<file path="src/rtl/bin_to_bcd_seq.sv">
// -----------------------------------------------------------------------------
// bin_to_bcd_seq
// Iterative binary to packed-BCD converter (shift-and-add-3 / double dabble).
// One shift step per input bit. The input and output sides each have a
// valid/ready handshake. All handshake outputs are decoded from registered
// state, so there is no combinational path from in_valid or out_ready.
//
// Parameters:
//   BIN_W   width of the binary operand (>= 2)
//   DIGITS  number of BCD output digits; out_bcd is 4*DIGITS bits wide
//
// Ports:
//   clk        rising-edge clock
//   nrst       asynchronous active-low reset
//   in_valid   in_bin is valid
//   in_ready   converter can accept an operand (only in IDLE)
//   in_bin     binary operand (unsigned, or two's complement with SIGNED_EN)
//   out_valid  out_bcd/out_neg/out_ovf are valid (DONE)
//   out_ready  consumer accepts the result
//   out_bcd    packed BCD result, digit 0 in [3:0]
//   out_neg    result is negative (always 0 unless SIGNED_EN)
//   out_ovf    magnitude exceeded 10^DIGITS-1; out_bcd holds the low digits
//
// Build option:
//   SIGNED_EN  when defined, in_bin is two's complement. The sign is latched
//              into out_neg and the magnitude is converted.
// -----------------------------------------------------------------------------
module bin_to_bcd_seq #(
  parameter int BIN_W  = 8,
  parameter int DIGITS = 3
) (
  input  logic                  clk,
  input  logic                  nrst,
  input  logic                  in_valid,
  output logic                  in_ready,
  input  logic [BIN_W-1:0]      in_bin,
  output logic                  out_valid,
  input  logic                  out_ready,
  output logic [4*DIGITS-1:0]   out_bcd,
  output logic                  out_neg,
  output logic                  out_ovf
);

  localparam int BCD_W = 4 * DIGITS;
  localparam int CNT_W = $clog2(BIN_W + 1);

  typedef enum logic [1:0] {
    IDLE = 2'd0,
    CONV = 2'd1,
    DONE = 2'd2
  } state_t;

  state_t           state_q, state_d;
  logic [BIN_W-1:0] bin_q,   bin_d;
  logic [BCD_W-1:0] bcd_q,   bcd_d;
  logic [CNT_W-1:0] cnt_q,   cnt_d;
  logic             ovf_q,   ovf_d;
  logic [BIN_W-1:0] mag;
  logic [BCD_W-1:0] adj;

  // Add 3 to every digit that is 5 or more. Applying this before the shift
  // makes that digit carry into the next one after the shift.
  function automatic logic [BCD_W-1:0] add3(input logic [BCD_W-1:0] b);
    logic [BCD_W-1:0] r;
    r = b;
    for (int i = 0; i < DIGITS; i++) begin
      if (b[4*i +: 4] >= 4'd5) r[4*i +: 4] = b[4*i +: 4] + 4'd3;
    end
    return r;
  endfunction

`ifdef SIGNED_EN
  logic neg_q, neg_d;

  // Two's-complement negation. The most negative value maps onto itself, and
  // that bit pattern read as unsigned is exactly 2^(BIN_W-1).
  assign mag = in_bin[BIN_W-1] ? (~in_bin + {{(BIN_W-1){1'b0}}, 1'b1}) : in_bin;
`else
  assign mag = in_bin;
`endif

  assign adj = add3(bcd_q);

  always_comb begin
    state_d = state_q;
    bin_d   = bin_q;
    bcd_d   = bcd_q;
    cnt_d   = cnt_q;
    ovf_d   = ovf_q;
`ifdef SIGNED_EN
    neg_d   = neg_q;
`endif
    case (state_q)
      IDLE: begin
        if (in_valid) begin
          bin_d   = mag;
          bcd_d   = '0;
          ovf_d   = 1'b0;
          cnt_d   = CNT_W'(BIN_W);
`ifdef SIGNED_EN
          neg_d   = in_bin[BIN_W-1];
`endif
          state_d = CONV;
        end
      end
      CONV: begin
        // Shift {bcd, bin} left by one. A 1 that leaves the top digit means
        // the value does not fit in DIGITS digits, so the overflow flag stays
        // set until the next accept.
        bcd_d = {adj[BCD_W-2:0], bin_q[BIN_W-1]};
        bin_d = {bin_q[BIN_W-2:0], 1'b0};
        ovf_d = ovf_q | adj[BCD_W-1];
        cnt_d = cnt_q - {{(CNT_W-1){1'b0}}, 1'b1};
        if (cnt_q == {{(CNT_W-1){1'b0}}, 1'b1}) state_d = DONE;
      end
      DONE: begin
        if (out_ready) state_d = IDLE;
      end
      default: state_d = IDLE;
    endcase
  end

  always_ff @(posedge clk or negedge nrst) begin
    if (!nrst) begin
      state_q <= IDLE;
      bin_q   <= '0;
      bcd_q   <= '0;
      cnt_q   <= '0;
      ovf_q   <= 1'b0;
`ifdef SIGNED_EN
      neg_q   <= 1'b0;
`endif
    end else begin
      state_q <= state_d;
      bin_q   <= bin_d;
      bcd_q   <= bcd_d;
      cnt_q   <= cnt_d;
      ovf_q   <= ovf_d;
`ifdef SIGNED_EN
      neg_q   <= neg_d;
`endif
    end
  end

  assign in_ready  = (state_q == IDLE);
  assign out_valid = (state_q == DONE);
  assign out_bcd   = bcd_q;
  assign out_ovf   = ovf_q;
`ifdef SIGNED_EN
  assign out_neg   = neg_q;
`else
  assign out_neg   = 1'b0;
`endif

endmodule

</file>
<file path="config.mk">
export PLATFORM = sky130hd
export DESIGN_NAME = bin_to_bcd_seq
export DESIGN_NICKNAME = d
export VERILOG_FILES = /design/src/rtl/bin_to_bcd_seq.sv
export SDC_FILE = /design/constraint.sdc
export NUM_CORES = 1
export LEC_CHECK = 0
export CAP_MARGIN = 40
export CORE_ASPECT_RATIO = 0.5
export CORE_MARGIN = 2
export CORE_UTILIZATION = 50
export DETAILED_ROUTE_END_ITERATION = 6
export PLACE_DENSITY_LB_ADDON = 0.08
export SLEW_MARGIN = 20
export SYNTH_ARGS = -nofsm -noshare
export SYNTH_HDL_FRONTEND = slang
export SYNTH_SLANG_ARGS = --single-unit
</file>
<file path="constraint.sdc">
create_clock -name clk -period 3.9 [get_ports clk]
set_clock_uncertainty 0.05 [all_clocks]
set_input_delay 0.39 -clock clk [delete_from_list [all_inputs] [get_ports clk]]
set_output_delay 0.39 -clock clk [all_outputs]
set_load 0.05 [all_outputs]
</file>
[Word level (Yosys, flattened, before mapping)]
Index checks and enable logic that the tools add are counted.
Word-level totals
  input bits: 12
  flip-flop bits (word level): 27
Operators by class
  bitwise logic cells: 1
  eq/ne operators: 6
  mux-type cells: 15
  $add $sub $neg: 4
  $lt $le $gt $ge: 3
  reduce and logical (&&, ||, !) cells: 4
Operators by type and width (number)
  case mux 12 bit (2 select lines): 1
  two-way mux 4 bit: 4
  case mux 8 bit (2 select lines): 1
  adder 4 x 2 -> 4 bit (second input constant): 3
  >= comparator 4 x 3 -> 1 bit (second input constant): 3
  two-way mux 12 bit: 1
  two-way mux 8 bit: 1
  case mux 4 bit (2 select lines): 1
  two-way mux 2 bit: 3
  case mux 2 bit (3 select lines): 1
  == test 4 x 1 -> 1 bit (second input constant): 1
  inequality test 2 bit (second input constant): 2
  subtractor 4 x 1 -> 4 bit (second input constant): 1
  AND reduction 3 bit: 1
  == test 2 x 1 -> 1 bit (second input constant): 1
  == test 2 bit (second input constant): 1
  logical NOT 2 bit: 1
  inequality test 2 x 1 -> 1 bit (second input constant): 1
  case mux 1 bit (2 select lines): 1
  AND reduction 2 bit: 1
  nonzero test 2 bit: 1
  two-way mux 1 bit: 1
  OR 1 bit: 1

[Longest topological paths before layout]
Gate-level depths: netlist of run 1.
  depth after elaboration: 4
  depth in mapped cells: 5
  gate-level depth less buffers: 5

[Least setup slack after synthesis of run 1]
No wires, ideal clock.
  kind: register -> output
  from: reg state_q[0]
  to: out out_valid
  data required time: 3460 ps
  arrival time: 1446 ps
  slack: 2014 ps
  stages on the path, launching flop included: 4
  path buffers: 2
  path through: dfrtp_1 -> buf_2 -> buf_4 -> nor2b_1
Between the ends
  cells in the longest elaborated chain, start to end: 1
Ends and longest elaborated chain
  start: declaration: RTL line 53  | state_t state_q, state_d;
  start signal: assignment: RTL line 134  | state_q <= state_d;
  == test 2 bit: RTL line 146  | assign out_valid = (state_q == DONE);
  end: declaration: RTL line 37  | output logic out_valid,
No other way between the ends.

[Final worst setup path of run 1]
  from: reg state_q[1]
  to: out out_valid
Same word-level chain as after synthesis.

==> results of run 1 <==
-- state kept, by name (all words and copies together), names as in the netlist --
name     cells
out_ovf      1
bin_q        8
state_q      2
out_bcd     12
cnt_q        4
-- cells in the mapped netlist, drive strengths merged, types with 2 or more instances --
cell,n
a21oi,6
a22oi,2
a32o,3
and3b,5
buf,8
clkbuf,2
dfrtp,27
ha,8
inv,16
mux2,2
nand2,16
nand2b,6
nor2,5
nor2b,6
o2111ai,6
o211ai,3
o21a,3
o21ai,14
o221ai,3
o31ai,4
o32ai,2
xnor2,3
-- through the flow --
stage	total power [mW]	hold slack, ps
2_1_floorplan	1.255	44.41
5_1_grt	1.776	483.6
3_3_place_gp	1.466	426.9
3_5_place_dp	1.482	437.0
6_report	1.639	435.8
4_1_cts	1.651	443.2
-- area by class of cell --
class | count | area [um2] | share of cell area [%]
Sequential cell | 27 | 675.6 | 36.36
Timing Repair Buffer | 27 | 267.8 | 14.41
Clock buffer | 3 | 41.29 | 2.222
Tap cell | 40 | 50.05 | 2.694
Multi-Input combinational cell | 106 | 755.7 | 40.67
Clock inverter | 1 | 7.507 | 0.4040
Inverter | 16 | 60.06 | 3.232
-- cells by family (layout without fill, tap and decap cells) --
group,Yosys count,after routing
AOI/OAI and AO/OA,51,51
xor gates and xnor gates,3,3
adders and majority gates,8,8
buffers and inverters,26,47
DFF,27,27
muxes,3,3
other,1,1
and+or+nand+nor,40,40
-- worst register-to-register path: cells and delay by family, from the launching register on --
family	cells	cell delay, ps
simple gates	1	410
compound gates	2	460
flops	1	770
-- how the worst min path moves through the flow --
stage	end	slack, ps	cells past startpoint
after floorplan	bin_q[0]	40	0
after global placement	bin_q[6]	430	2
after detailed placement	bin_q[3]	440	2
after CTS	bin_q[5]	440	2
after global routing	bin_q[5]	480	2
final	bin_q[5]	440	2
-- power breakdown --
part	internal (mW)	total, mW	switching (mW)
Sequential	0.399	0.532	0.134
Clock	0.0726	0.164	0.0910
Combinational	0.382	0.943	0.561
Total	0.853	1.64	0.786
-- cells in the final DEF, fill, tap and decap left out, drive strengths merged, types with 2 or more instances in the layout --
cell,instances
o211ai,3
ha,8
a32o,3
o2111ai,6
o31ai,4
o21a,3
a21oi,6
clkdlybuf4s50,26
and3b,5
o32ai,2
nand2b,6
a22oi,2
xnor2,3
dfrtp,27
inv,16
o221ai,3
o21ai,14
nand2,16
nor2,5
mux2,2
nor2b,6
clkbuf,3
-- layer usage --
metal / routed length (um) / GRT usage, %
met5: 0 / 0
met4: 19 / 4.262
met3: 174 / 5.905
met2: 1269 / 29.19
met1: 1536 / 25.58
==> impl_metrics.env, run 1 <==
export IMPL_status="finished clean"
export IMPL_hold_viol=0
export IMPL_r2r_setup_slack_ps=2150
export IMPL_worstSetupStartpointType="flip-flop"
export IMPL_post_dp_cell_area_um2=1809
export IMPL_cts_resized_gates=0
export IMPL_yosysTopAreaCellShare_pct=43.20
export IMPL_clock_path_buffers=2
export IMPL_fin_util_pct=62.03
export IMPL_fin_nets=201
export IMPL_routed_wl_mm=2.999
export IMPL_fillCellCount=258
export IMPL_cts_hold_buffers=0
export IMPL_cts_max_level=1
export IMPL_grt_pass1_vias=1138
export IMPL_ios=28
export IMPL_yosysSeqAreaShare_pct=43.20
export IMPL_arrival_ps=1950
export IMPL_rsz0062_at_grt="no"
export IMPL_holdCritPathClass="in2async"
export IMPL_synth_top_family_by_area="compound AO/OA/AOI/OAI gates"
export IMPL_slew_headroom_pct=56.21
export IMPL_crit_required_ps=3460
export IMPL_cts_tree="done"
export IMPL_path_class="reg2out"
export IMPL_r2r_start="state_q[0]"
export IMPL_routedWlPerCell_um=13.63
export IMPL_ys_seq_elements=27
export IMPL_diodes=0
export IMPL_path_depth=2
export IMPL_fmax_ghz=0.4181
export IMPL_critPathBufInv=1
export IMPL_synthMuxAreaShare_pct=2.080
export IMPL_ant_nets=0
export IMPL_via_per_inst=5.395
export IMPL_die_w_um=83.10
export IMPL_synth_flop_cell="dfrtp_1"
export IMPL_clock_sinks=27
export IMPL_drt_initial_drc_count=34
export IMPL_syn_inst=159
export IMPL_synth_edf_count=0
export IMPL_synthAdderAreaFrac_pct=6.400
export IMPL_drc=0
export IMPL_period_minus_slack_ps=2392
export IMPL_initial_core_util_pct=52.21
export IMPL_syn_to_final_growth_pct=18.80
export IMPL_tightest_slew_ps=656.9
export IMPL_slowest_delay_ps=810
export IMPL_numCtsBuffers=3
export IMPL_design_area_um2=1858
export IMPL_synth_cell_types=38
export IMPL_leakage_nw=0.8215
export IMPL_clock_latency_ps=270
export IMPL_synthXorXnorAreaFrac_pct=1.680
export IMPL_path_max_fanout=18
export IMPL_slew_violations=0
export IMPL_syn_avg_cell_area_um2=9.836
export IMPL_async_flop_share_pct=100.0
export IMPL_worst_slack_ps=1508
export IMPL_synthesis_nets=179
export IMPL_dpl_hpwl_mm=2.053
export IMPL_yosys_area_share_simple_pct=14.08
export IMPL_grt_overflow_total=0
export IMPL_core_area_um2=2995
export IMPL_clk_pin_slew_ps=90
export IMPL_rr_endpoint="out_bcd[3]"
export IMPL_cap_violations=0
export IMPL_crit_path_end_kind="primary output"
export IMPL_synth_compound_area_share_pct=23.84
export IMPL_grt_pass1_wl_mm=5.237
export IMPL_place_inst=216
export IMPL_synth_area_um2=1564
export IMPL_period_share_pct=61.33
export IMPL_tns_ps=0
export IMPL_endpoint="out_valid"
export IMPL_die_y_um=43.55
export IMPL_vias=1187
export IMPL_cts_root_buf="clkbuf_8"
export IMPL_layout_drive_gt1_share_pct=7.222
export IMPL_cpLargestDelayFamily="buffers and inverters"
export IMPL_path_cells="nor2b_1 > clkdlybuf4s50_1"
export IMPL_synth_warnings=0
export IMPL_io_buffer_count=26
export IMPL_synth_area_leaders="dfrtp_1 43%, ha_1 6.4%, inv_1 3.8%"
export IMPL_postCtsSetupBuffers=0
export IMPL_grt_usage_pct=18.52
export IMPL_layout_cells_non_filler=220
export IMPL_first_pass_iters=4
export IMPL_rows=14
export IMPL_finalSetupViolCount=0
export IMPL_antenna_found_initial=0
export IMPL_ff2ff_path_depth=3
export IMPL_cp_slowest_cell="clkdlybuf4s50_1"
export IMPL_p_per_area_nw_per_um2=882.1
export IMPL_pre_cts_slack_ps=1812
export IMPL_synth_largest_area_cell="dfrtp_1"
export IMPL_place_congestion=0.7790
export IMPL_ir_worst_vdd_v=0.0004531
export IMPL_grt_start_max_net_pins=28
export IMPL_worstSetupStartpoint="state_q[1]"
export IMPL_die_area_um2=3618
Note: power is estimated with default switching activity, not from simulation.
==> run 2, diff against run 1 <==
Clock period 3.9 ns to 2.3 ns, I/O delays scaled along.
==> run 2 against run 1 <==
Net effect: non-clock buffer count is 4 higher; global-route usage is 1.6 points higher; routed wire length is 10% higher; critical path type unchanged; first-iteration DRC count up 76%; setup slack got worse by 1200 ps; clock power up 67%; sequential cell count stayed put; design area increased by 1.5%; highest routed layer unchanged; sequential power increased by 64%; sequential share of layout area shrank 0.53 points.
==> impl_metrics.env, run 2 (synthesis gave the netlist of run 1 again) <==
export IMPL_leakage_nw=0.8457
export IMPL_final_cell_mix="27 x dfrtp_1, 26 x clkdlybuf4s50_1, 16 x inv_1, 16 x nand2_1, 8 x ha_1"
export IMPL_place_inst=220
export IMPL_clk_pin_slew_ps=100
export IMPL_cp_slowest_cell="clkdlybuf4s50_1"
export IMPL_finalSetupViolCount=0
export IMPL_io_buffer_count=26
export IMPL_arrival_ps=1700
export IMPL_ant_nets=0
export IMPL_layout_cells_non_filler=224
export IMPL_grt_usage_pct=20.12
export IMPL_power_frac_comb_pct=59.4
export IMPL_grt_pass1_wl_mm=5.816
export IMPL_clock_latency_ps=280
export IMPL_p_sw_share_pct=47.93
export IMPL_via_per_inst=5.478
export IMPL_fillCellCount=250
export IMPL_path_cells="nor2b_1 > clkdlybuf4s50_1"
export IMPL_place_congestion=0.8510
export IMPL_vias=1227
export IMPL_holdCritPathClass="in2async"
export IMPL_dpl_hpwl_mm=2.330
export IMPL_slowest_delay_ps=800
export IMPL_clock_path_buffers=2
export IMPL_period_share_pct=86.08
export IMPL_worstSetupStartpointType="flip-flop"
export IMPL_first_pass_iters=4
export IMPL_sequentialPowerShare_pct=30.9
export IMPL_ir_worst_vdd_v=0.0008335
export IMPL_p_total_mw=2.828
export IMPL_largest_reg_flops=12
export IMPL_clock_sinks=27
export IMPL_fmax_ghz=0.5051
export IMPL_diodes=0
export IMPL_post_dp_cell_area_um2=1839
export IMPL_tns_ps=0
export IMPL_grt_overflow_total=0
export IMPL_cts_root_buf="clkbuf_8"
export IMPL_die_area_um2=3618
export IMPL_routedWlPerCell_um=14.73
export IMPL_path_max_fanout=9
export IMPL_rsz0062_at_grt="no"
export IMPL_antenna_found_initial=0
export IMPL_p_per_area_nw_per_um2=1500
export IMPL_ios=28
export IMPL_cts_resized_gates=0
export IMPL_slew_violations=0
export IMPL_clkPwrFrac_pct=9.7
export IMPL_mostFrequentLayoutCell="dfrtp_1"
export IMPL_drc=0
export IMPL_crit_path_end_kind="primary output"
export IMPL_hold_viol=0
export IMPL_cap_violations=0
export IMPL_layout_drive_gt1_share_pct=9.239
export IMPL_cts_tree="done"
export IMPL_routed_wl_mm=3.300
export IMPL_tightest_slew_ps=500.6
export IMPL_p_sw_mw=1.356
export IMPL_holdWs_ps=267.9
export IMPL_rows=14
export IMPL_core_area_um2=2995
export IMPL_worst_slack_ps=320.1
export IMPL_grt_pass1_vias=1221
export IMPL_syn_to_final_growth_pct=20.56
export IMPL_path_class="reg2out"
export IMPL_fin_nets=205
export IMPL_slew_headroom_pct=66.52
export IMPL_numCtsBuffers=3
export IMPL_grt_start_max_net_pins=28
export IMPL_cts_max_level=1
export IMPL_cts_hold_buffers=0
export IMPL_status="finished clean"
export IMPL_fin_util_pct=62.95
export IMPL_initial_core_util_pct=52.21
export IMPL_postCtsSetupBuffers=0
export IMPL_die_w_um=83.10
export IMPL_internal_power_mw=1.473
export IMPL_drt_initial_drc_count=60
export IMPL_period_minus_slack_ps=1980
export IMPL_pre_cts_slack_ps=552.1
export IMPL_crit_required_ps=2020
export IMPL_design_area_um2=1886
export IMPL_die_y_um=43.55
[run 2: cell types whose count changed in the layout (fill, tap and decap cells not counted), sizes merged]
cell | previous run | this run
buf | 1 | 5
clkinv | 0 | 1
clkinvlp | 1 | 0
[run 2: worst paths after layout]
path                            cells after the start        from  slack, ps          to
worst max-delay path                                2  state_q[0]        320   out_valid
worst min-delay path                                2        nrst        270  state_q[1]
worst max register to register                      4  state_q[0]        700  out_bcd[3]
worst min register to register                      2    bin_q[1]        450    bin_q[1]
max in group asynchronous                           2        nrst       1660  out_bcd[7]
min in group clk                                    2    bin_q[1]        450    bin_q[1]
[run 2: final cells by class]
type,count,area (um2),share of cell area [%]
Timing Repair Buffer,31,297.8,15.79
Multi-Input combinational cell,106,755.7,40.08
Clock inverter,1,5.005,0.2654
Clock buffer,3,41.29,2.190
Sequential cell,27,675.6,35.83
Inverter,16,60.06,3.185
Tap cell,40,50.05,2.654
[run 2: critical path, delay by kind of cell (launching register included)]
kind          cells  cell delay, ps
simple gates      1             130
flops             1             480
buf+inv           1             800
[run 2: power by group through the flow]
stage / clock network (mW) / logic (mW) / registers, mW
3_5_place_dp: 0 / 1.68 / 0.884
6_report: 0.274 / 1.68 / 0.874
3_3_place_gp: 0 / 1.65 / 0.877
5_1_grt: 0.297 / 1.84 / 0.910
4_1_cts: 0.287 / 1.69 / 0.875
2_1_floorplan: 0 / 0.947 / 1.18
[run 2: metal layers]
| metal | track usage, % | up-vias | wire (um) |
|---|---|---|---|
| li1 | - | 611 | - |
| met1 | 27.79 | 587 | 1726 |
| met2 | 32.74 | 25 | 1422 |
| met3 | 5.524 | 4 | 122 |
| met4 | 3.934 | 0 | 27 |
| met5 | 0 | - | 0 |
==> run 3, diff against run 2 <==
Settings changed: CTS_BUF_LIST set to sky130_fd_sc_hd__clkbuf_8.
==> results of run 3 <==
No change in the layout: final DEF, timing and power equal those of run 2.
